## src/rtl/imm_pkg.sv

```systemverilog
// Shared constants for the immediate-generator pipeline: RV32 base opcodes,
// the format codes reported on fmt, and the result FIFO depth.
package imm_pkg;

  localparam int FIFO_DEPTH = 2;

  localparam logic [6:0] OP_LOAD   = 7'b0000011;
  localparam logic [6:0] OP_IMM    = 7'b0010011;
  localparam logic [6:0] OP_JALR   = 7'b1100111;
  localparam logic [6:0] OP_SYSTEM = 7'b1110011;
  localparam logic [6:0] OP_STORE  = 7'b0100011;
  localparam logic [6:0] OP_BRANCH = 7'b1100011;
  localparam logic [6:0] OP_LUI    = 7'b0110111;
  localparam logic [6:0] OP_AUIPC  = 7'b0010111;
  localparam logic [6:0] OP_JAL    = 7'b1101111;
  localparam logic [6:0] OP_OP     = 7'b0110011;

  // funct3 values of OP-IMM that carry a shift amount instead of an immediate
  localparam logic [2:0] F3_SLLI = 3'b001;
  localparam logic [2:0] F3_SRXI = 3'b101;

  typedef enum logic [2:0] {
    FMT_R     = 3'd0,
    FMT_I     = 3'd1,
    FMT_S     = 3'd2,
    FMT_B     = 3'd3,
    FMT_U     = 3'd4,
    FMT_J     = 3'd5,
    FMT_SHAMT = 3'd6
  } fmt_e;

endpackage

```

## src/rtl/imm_decode.sv

```systemverilog
// Purely combinational immediate extraction for one RV32 instruction word.
// All immediates are sign-extended from instr[31]; shift amounts are
// zero-extended and widen to 6 bits when XLEN is 64.
module imm_decode
  import imm_pkg::*;
#(
  parameter int XLEN = 32
) (
  input  logic [31:0]     instruction,
  output logic [XLEN-1:0] imm,
  output logic [2:0]      fmt,
  output logic            illegal
);

  logic [6:0] opc;
  logic [2:0] f3;
  logic signed [11:0] i_imm, s_imm;
  logic signed [12:0] b_imm;
  logic signed [31:0] u_imm;
  logic signed [20:0] j_imm;

  assign opc   = instruction[6:0];
  assign f3    = instruction[14:12];
  assign i_imm = instruction[31:20];
  assign s_imm = {instruction[31:25], instruction[11:7]};
  assign b_imm = {instruction[31], instruction[7], instruction[30:25], instruction[11:8], 1'b0};
  assign u_imm = {instruction[31:12], 12'b0};
  assign j_imm = {instruction[31], instruction[19:12], instruction[20], instruction[30:21], 1'b0};

  // Opcode-driven format select and immediate assembly
  always_comb begin
    imm     = '0;
    fmt     = FMT_R;
    illegal = 1'b0;
    case (opc)
      OP_LOAD, OP_JALR, OP_SYSTEM: begin
        fmt = FMT_I;
        imm = XLEN'(i_imm);
      end
      OP_IMM: begin
        if (f3 == F3_SLLI || f3 == F3_SRXI) begin
          fmt = FMT_SHAMT;
          if (XLEN > 32) imm[5:0] = instruction[25:20];
          else           imm[4:0] = instruction[24:20];
        end else begin
          fmt = FMT_I;
          imm = XLEN'(i_imm);
        end
      end
      OP_STORE: begin
        fmt = FMT_S;
        imm = XLEN'(s_imm);
      end
      OP_BRANCH: begin
        fmt = FMT_B;
        imm = XLEN'(b_imm);
      end
      OP_LUI, OP_AUIPC: begin
        fmt = FMT_U;
        imm = XLEN'(u_imm);
      end
      OP_JAL: begin
        fmt = FMT_J;
        imm = XLEN'(j_imm);
      end
      OP_OP: fmt = FMT_R;
      default: illegal = 1'b1;
    endcase
  end

endmodule

```

## src/rtl/imm_gen_pipe.sv

```systemverilog
// Immediate generator with a 2-entry result skid FIFO. Decode happens at the
// input; the FIFO isolates in_ready from out_ready so the block can run at
// full rate while tolerating one cycle of consumer backpressure.
module imm_gen_pipe
  import imm_pkg::*;
#(
  parameter int XLEN  = 32,
  parameter int CNT_W = 16
) (
  input  logic             clk,
  input  logic             rst_n,
  input  logic             in_valid,
  output logic             in_ready,
  input  logic [31:0]      instruction,
  output logic             out_valid,
  input  logic             out_ready,
  output logic [XLEN-1:0]  ImmExt,
  output logic [2:0]       fmt,
  output logic             illegal,
  output logic [CNT_W-1:0] illegal_cnt
);

  typedef struct packed {
    logic [XLEN-1:0] imm;
    logic [2:0]      fmt;
    logic            ill;
  } ent_t;

  localparam logic [1:0] OCC_FULL = 2'(FIFO_DEPTH);

  ent_t       dec;
  ent_t       mem [FIFO_DEPTH];
  ent_t       head;
  logic       wptr, rptr;
  logic [1:0] occ;
  logic       push, pop;

  imm_decode #(.XLEN(XLEN)) u_dec (
    .instruction (instruction),
    .imm         (dec.imm),
    .fmt         (dec.fmt),
    .illegal     (dec.ill)
  );

  // rst_n gates in_ready so nothing is accepted while reset is held
  assign in_ready  = rst_n && (occ != OCC_FULL);
  assign out_valid = (occ != 2'd0);
  assign push      = in_valid && in_ready;
  assign pop       = out_valid && out_ready;
  assign head      = mem[rptr];

  // Head entry drives the outputs; idle outputs are forced to zero
  assign ImmExt  = out_valid ? head.imm : '0;
  assign fmt     = out_valid ? head.fmt : 3'd0;
  assign illegal = out_valid ? head.ill : 1'b0;

  // Pointer and occupancy bookkeeping
  always_ff @(posedge clk or negedge rst_n) begin
    if (!rst_n) begin
      wptr <= 1'b0;
      rptr <= 1'b0;
      occ  <= 2'd0;
    end else begin
      if (push) wptr <= ~wptr;
      if (pop)  rptr <= ~rptr;
      case ({push, pop})
        2'b10:   occ <= occ + 2'd1;
        2'b01:   occ <= occ - 2'd1;
        default: occ <= occ;
      endcase
    end
  end

  // Entry storage, written at the write pointer on push
  always_ff @(posedge clk or negedge rst_n) begin
    if (!rst_n) begin
      for (int i = 0; i < FIFO_DEPTH; i++) mem[i] <= '0;
    end else if (push) begin
      mem[wptr] <= dec;
    end
  end

  // Saturating count of accepted illegal instructions
  always_ff @(posedge clk or negedge rst_n) begin
    if (!rst_n)                               illegal_cnt <= '0;
    else if (push && dec.ill && !(&illegal_cnt)) illegal_cnt <= illegal_cnt + 1'b1;
  end

endmodule

```

## config.mk

```make
export PLATFORM = sky130hd
export DESIGN_NAME = imm_gen_pipe
export DESIGN_NICKNAME = d
export VERILOG_FILES = /design/src/rtl/imm_pkg.sv /design/src/rtl/imm_decode.sv /design/src/rtl/imm_gen_pipe.sv
export SDC_FILE = /design/constraint.sdc
export NUM_CORES = 1
export LEC_CHECK = 0
export BUFFER_PORTS_ARGS = -buffer_cell sky130_fd_sc_hd__buf_4
export CORE_ASPECT_RATIO = 1.75
export CORE_MARGIN = 4
export CORE_UTILIZATION = 50
export CTS_CLUSTER_DIAMETER = 40
export DETAILED_ROUTE_END_ITERATION = 6
export GPL_TIMING_DRIVEN = 0
export PLACE_DENSITY_LB_ADDON = 0.08
export SKIP_LAST_GASP = 1
export SLEW_MARGIN = 0
export SYNTH_ARGS = -nofsm -noshare
export SYNTH_HDL_FRONTEND = slang
export SYNTH_SLANG_ARGS = --single-unit
```

## constraint.sdc

```tcl
create_clock -name clk -period 1.7 [get_ports clk]
set_input_delay 0.34 -clock clk [delete_from_list [all_inputs] [get_ports clk]]
set_output_delay 0.34 -clock clk [all_outputs]
set_load 0.03 [all_outputs]
```

==> impl_metrics.py, run 1 <==
metrics = {
    "synth": {
        "ys_top_cells_by_count": "dfrtp_1 (92), nor2_1 (83), nand2_1 (64), mux2i_1 (36), o21ai_0 (26)",
        "synth_nets": 511,
        "async_reset_ff_share_pct": 100.0,
        "synth-seq-area-share_pct": 50.11,
        "yosys_warnings": 0,
        "synth_seq_cells": 92,
        "syn_inst": 473,
        "yosys.area.top_type": "dfrtp_1",
        "postSynthAreaPerCell_um2": 9.713,
        "synth.distinct_cells": 47,
        "synth_top_area_share_pct": 50.11,
        "netlist_area_um2": 4594,
        "synth.most_common_cell": "dfrtp_1",
        "synth-edff-count": 0,
        "ys.flop_type": "dfrtp_1",
        "ys_top_cells_by_area": "dfrtp_1 (50%), mux2i_1 (7.8%), nor2_1 (6.8%)",
    },
    "global_route": {
        "first_global_vias": 4145,
        "grt_overflow": 0,
        "track_usage_pct": 25.99,
        "grt_pass1_wl_um": 21380,
        "antenna_found_initial": 0,
        "grt_max_degree": 48,
    },
    "die": {
        "dieArea_um2": 10850,
        "start_util_pct": 50.84,
        "die_w_um": 80.46,
        "die_h_um": 134.8,
        "core_area_um2": 9036,
        "rows": 46,
        "ios": 90,
    },
    "pwr": {
        "combPwrFrac_pct": 53.2,
        "internal-power_w": 0.006845,
        "p_switching_w": 0.004517,
        "seqPwrFrac_pct": 29.6,
        "p_leak_nw": 3.032,
        "peakVddDrop_mv": 1.285,
        "powerDensity_nw_per_um2": 1696,
        "sw_frac_of_total_pct": 39.75,
        "clockPowerShare_pct": 17.2,
    },
    "route": {
        "ant_nets": 0,
        "drt_iter0_drc": 331,
        "drc": 0,
        "firstDrtPassIters": 5,
        "routed_wl_um": 14110,
        "wl_per_cell_um": 19.19,
        "vias": 4152,
        "detail_route.vias_per_cell": 5.649,
    },
    "critical_path": {
        "crit_required_ps": 1360,
        "critPathArrivalTime_ps": 1550,
        "start_kind": "flip-flop",
        "cp-end-kind": "output port",
        "worstPathMaxFanout": 8,
        "crit_type": "flip-flop to output port",
    },
    "sta": {
        "hold_violations": 0,
        "max_freq_mhz": 529.2,
        "max-slew-margin-rel_pct": 60.77,
        "finalCriticalPeriod_ps": 1889,
        "setup_ws_ps": -189.5,
        "clock_skew_ps": 6.259,
        "fin_setup_tns_ps": -4538,
        "rsz0062_at_grt": "true",
        "setup_viol": 37,
        "worstMarginPinSlew_ps": 588.5,
        "slew_violations": 0,
        "finalCritPeriodShare_pct": 111.1,
    },
    "placed_design": {
        "portBuffers": 88,
        "gp_congestion": 0.9066,
        "dp_cells": 681,
        "postPlaceCellArea_um2": 5507,
        "hpwlAfterDp_um": 8737,
    },
    "clocking": {
        "clockRootBuffer": "clkbuf_16",
        "clock_latency_ps": 340,
        "clkSinkCount": 92,
        "cts.reportedPaths.clkPinSlew_ps": 60,
        "cts_tree": "built",
        "htree_levels": 3,
        "cts_buffers": 9,
        "clk_path_buf_depth": 2,
    },
    "outcome": {
        "violations": "negative setup slack",
        "outcome": "finished, violations left",
    },
    "run": {
        "drv_cap": 0,
    },
    "cells_and_area": {
        "finalNetCount": 648,
        "final_layout_size_suffix_gt1_share_pct": 42.11,
        "final_cell_area_um2": 6700,
        "layout.cells.non_filler": 735,
        "areaGrowthSynthToFinish_pct": 45.83,
        "antenna_cells": 0,
    },
    "hold_path": {
        "worstHoldPathType": "primary input to flip-flop",
    },
}
[through the flow]
step | hold WS (ps) | power, W | setup slack, ps | utilization, %
after floorplan | 44.41 | 0.006387 | -45.45 | -
after global placement | 461.8 | 0.007758 | -1314 | 60.94
after detailed placement | 470.4 | 0.007877 | -1360 | 60.94
after CTS | 258.7 | 0.01096 | -157.2 | 71.38
after global routing | 262.1 | 0.01194 | -196.5 | 74.15
final | 259.9 | 0.01136 | -189.5 | 74.15
[logic make-up after synthesis]
kind of cell             synth area share [%]
buffers and inverters                   2.832
multiplexers                            11.03
XOR/XNOR                                3.813
AND/OR/NAND/NOR                         19.04
AO/OA/AOI/OAI                           12.64
flip-flops                              50.11
adder cells (fa/ha/maj)                0.5446
[registers in the layout (all words and copies together) (netlist names)]
register / cells
mem: 72
illegal_cnt: 16
occ: 2
rptr: 1
wptr: 1
[cells in the final DEF, fill, tap and decap left out, types with 3 or more instances in the layout]
master,count
dfrtp_2,8
a31oi_1,13
clkbuf_2,5
buf_6,21
clkinv_2,3
mux2i_2,5
nor2_1,52
buf_4,99
nand3_1,8
buf_16,3
buf_2,5
a31oi_2,9
clkbuf_16,15
mux2i_1,27
nand4b_1,3
a21oi_1,21
nand4_1,8
o21ai_0,26
xor2_1,3
inv_1,3
a22o_1,4
and3_1,4
mux2i_4,4
nand2_1,63
nor2_2,29
nor2_4,5
xnor2_1,16
buf_12,5
dfrtp_1,84
mux2_2,12
[power by group through the flow]
stage	logic, W	clock network, W	registers, W
2_1_floorplan	0.00304	0	0.00334
3_3_place_gp	0.00448	0	0.00328
3_5_place_dp	0.00455	0	0.00333
4_1_cts	0.00567	0.00197	0.00332
5_1_grt	0.00639	0.00210	0.00345
6_report	0.00605	0.00195	0.00336
[final timing paths]
check	start	to	slack, ps	cells past startpoint
worst max-delay path	rptr	fmt[1]	-190	5
worst min-delay path	instruction[18]	mem[22]	260	3
worst max register to register	occ[1]	mem[44]	0	6
worst min register to register	mem[0]	mem[0]	480	2
max in group asynchronous	rst_n	illegal_cnt[10]	810	3
min in group asynchronous	rst_n	mem[30]	600	2
[metal layers]
layer,part of all wire [%],vias to the layer above,track usage [%]
met1,37,2066,31.01
met4,2.0,0,8.365
met3,4.9,25,4.740
met2,56,136,46.49
met5,0,-,0
li1,-,1925,-
[what timing repair did]
item / CTS / global route
buffers inserted: 18 / 12
gates resized for setup: 77 / 40
pin swaps: 10 / 7
endpoints found under the hold margin: 92 / 0
endpoints found under the setup margin: 129 / 111
hold buffers: 3 / 0
gates cloned: 4 / 3
[worst max-delay path, cell delays in order (launching register included)]
cell	delay, ps
dfrtp_1	400
clkbuf_16	190
buf_12	150
mux2i_1	120
nor2_2	190
buf_6	170
[area by class of cell]
cell class / count / area [um2]
inverter: 4 / 15.01
buffer: 24 / 270.3
clock buffer: 11 / 232.7
sequential: 92 / 2312
clock inverter: 5 / 52.55
multi-input combinational: 353 / 2492
tap: 120 / 150.1
fill: 670 / 2336
timing repair buffer: 126 / 1175
(Power assumes the default switching activity.)
==> run 2, diff against run 1 <==
--- a/config.mk
+++ b/config.mk
@@ -5,7 +5,7 @@
 export SDC_FILE = /design/constraint.sdc
 export NUM_CORES = 1
 export LEC_CHECK = 0
-export BUFFER_PORTS_ARGS = -buffer_cell sky130_fd_sc_hd__buf_4
+export BUFFER_PORTS_ARGS = -buffer_cell sky130_fd_sc_hd__buf_2
 export CORE_ASPECT_RATIO = 1.75
 export CORE_MARGIN = 4
 export CORE_UTILIZATION = 50
==> run 2 against run 1 <==
Net effect: the flow still finishes with violations (negative setup slack); clock skew is 1.6 ps higher; worst hold slack got worse by 240 ps; combinational power decreased by 1%; via count up 2.6%; final area about the same; clock-buffer cell count shrank 1; core utilization barely moved; wire length up 3.7%; non-clock buffer count grew 2; sequential cell count unchanged; critical path depth unchanged; first-iteration DRC count fell by 23%; largest cell class unchanged.
==> impl_metrics.py, run 2 (synthesized netlist as in run 1, its figures left out) <==
metrics = {
    "clocking": {
        "cts_tree": "built",
        "clock_latency_ps": 350,
        "clockRootBuffer": "clkbuf_16",
        "clkSinkCount": 92,
        "cts.reportedPaths.clkPinSlew_ps": 70,
        "htree_levels": 3,
        "cts_buffers": 9,
        "clk_path_buf_depth": 2,
    },
    "sta": {
        "hold_violations": 0,
        "max_freq_mhz": 526.7,
        "fin_setup_tns_ps": -7048,
        "finalCritPeriodShare_pct": 111.7,
        "slew_violations": 0,
        "setup_ws_ps": -198.7,
        "setup_viol": 72,
        "finalCriticalPeriod_ps": 1899,
        "clock_skew_ps": 7.903,
        "worstMarginPinSlew_ps": 1076,
        "max-slew-margin-rel_pct": 28.27,
        "rsz0062_at_grt": "true",
    },
    "pwr": {
        "p_leak_nw": 3.050,
        "total_power_w": 0.01123,
        "clockPowerShare_pct": 16.5,
        "seqPwrFrac_pct": 30.3,
        "sw_frac_of_total_pct": 41.37,
        "internal-power_w": 0.006583,
        "combPwrFrac_pct": 53.2,
        "p_switching_w": 0.004645,
        "powerDensity_nw_per_um2": 1675,
        "peakVddDrop_mv": 0.9673,
    },
    "route": {
        "ant_nets": 0,
        "routed_wl_um": 14630,
        "wl_per_cell_um": 19.83,
        "firstDrtPassIters": 5,
        "drc": 0,
        "drt_iter0_drc": 255,
        "detail_route.vias_per_cell": 5.771,
        "vias": 4259,
    },
    "cells_and_area": {
        "areaGrowthSynthToFinish_pct": 45.89,
        "antenna_cells": 0,
        "top_register": "mem",
        "largest_register_ff_count": 72,
        "final_layout_size_suffix_gt1_share_pct": 44.17,
        "top_regs": "mem x72, illegal_cnt x16, occ x2",
        "final_cell_mix": "dfrtp_1 (83), buf_2 (65), nand2_1 (62)",
        "final_common_cell": "dfrtp_1",
        "n_fill_cell": 654,
        "layout.cells.non_filler": 738,
        "finalNetCount": 651,
        "final_cell_area_um2": 6703,
    },
    "critical_path": {
        "reg2reg_to": "occ[1]",
        "crit_path_cell_trace": "clkbuf_16 > buf_12 > mux2i_1 > nor2_2 > buf_6",
        "critical-path-top-delay-family": "buffers and inverters",
        "cp-end-kind": "output port",
        "crit_start": "rptr",
        "setup.worst_path.end": "fmt[1]",
        "critPathArrivalTime_ps": 1560,
        "critPathBufInv": 3,
        "reg2reg_depth": 10,
        "r2r-start": "occ[1]",
        "worstPathMaxFanout": 10,
        "slowest_delay_ps": 400,
        "start_kind": "flip-flop",
        "cp.depth": 5,
        "crit_required_ps": 1360,
        "crit_type": "flip-flop to output port",
        "rrSetupSlack_ps": -100,
        "critPathSlowestCell": "dfrtp_1",
    },
    "hold_path": {
        "worstHoldPathType": "primary input to asynchronous set/reset pin",
    },
    "placed_design": {
        "portBuffers": 88,
        "postPlaceCellArea_um2": 5316,
        "hpwlAfterDp_um": 8862,
        "gp_congestion": 0.8916,
        "dp_cells": 682,
    },
    "die": {
        "rows": 46,
        "die_h_um": 134.8,
        "die_w_um": 80.46,
        "ios": 90,
        "start_util_pct": 50.84,
        "core_area_um2": 9036,
        "dieArea_um2": 10850,
    },
    "run": {
        "drv_cap": 0,
    },
    "global_route": {
        "grt_max_degree": 25,
        "first_global_vias": 4157,
        "grt_overflow": 0,
        "antenna_found_initial": 0,
        "grt_pass1_wl_um": 21550,
        "track_usage_pct": 26.36,
    },
    "outcome": {
        "outcome": "finished, violations left",
        "violations": "negative setup slack",
    },
}
==> run 2: power groups by stage <==
stage          clock network [W]  logic [W]  registers, W
4_1_cts                  0.00187    0.00535       0.00333
2_1_floorplan                  0    0.00304       0.00334
3_3_place_gp                   0    0.00416       0.00327
5_1_grt                  0.00197    0.00631       0.00349
3_5_place_dp                   0    0.00423       0.00333
6_report                 0.00185    0.00597       0.00340
==> run 2: metrics by stage <==
step	util (%)	hold WS, ps	setup slack (ps)
6_report	74.18	19.07	-198.7
5_1_grt	74.18	28.31	-212.0
4_1_cts	70.13	17.47	-162.7
3_5_place_dp	58.83	402.0	-1186
3_3_place_gp	58.50	461.4	-1975
2_1_floorplan	-	44.41	-45.45
==> run 2: timing repair <==
action                                 CTS  global route
gates cloned                             4             2
pin swaps                               12            18
resized for setup                      112            65
hold buffers                             4             0
setup buffers                           19            11
setup endpoints to repair              129            85
endpoints found under the hold margin   47             0
==> run 2: final cells by class <==
class	instances	area, um2	share of cell area [%]
buffer	24	292.8	4.368
clock buffer	10	229.0	3.416
clock inverter	6	38.79	0.5787
inverter	4	17.52	0.2613
multi-input combinational	354	2549	38.02
sequential	92	2313	34.52
tap	120	150.1	2.240
timing repair buffer	128	1112	16.60
==> run 2: routing by layer <==
layer  GRT usage, %  part of all wire [%]  routed length, um  vias to the layer above
met5              0                     0                  0                        -
met4          12.22                   3.5                518                        0
met3          3.338                   4.8                706                       41
met2          47.23                    56               8150                      173
met1          30.61                    36               5258                     2111
li1               -                     -                  -                     1934
==> run 2: worst reg2reg max path: stages (launching register included) <==
cell and delay (ps):
dfrtp_2 430, buf_6 120, buf_6 110, nand2b_4 120, buf_12 130, nand2_8 70
buf_4 160, ha_4 160, xnor2_2 120, nor2_1 120, xor2_1 170
==> run 2: worst min path at each step <==
stage	end	slack, ps	cells after the start
final	mem[25]	20	3
after global routing	mem[59]	30	3
after CTS	occ[0]	20	3
after detailed placement	mem[68]	400	1
after global placement	mem[49]	460	2
after floorplan	illegal_cnt[0]	40	0
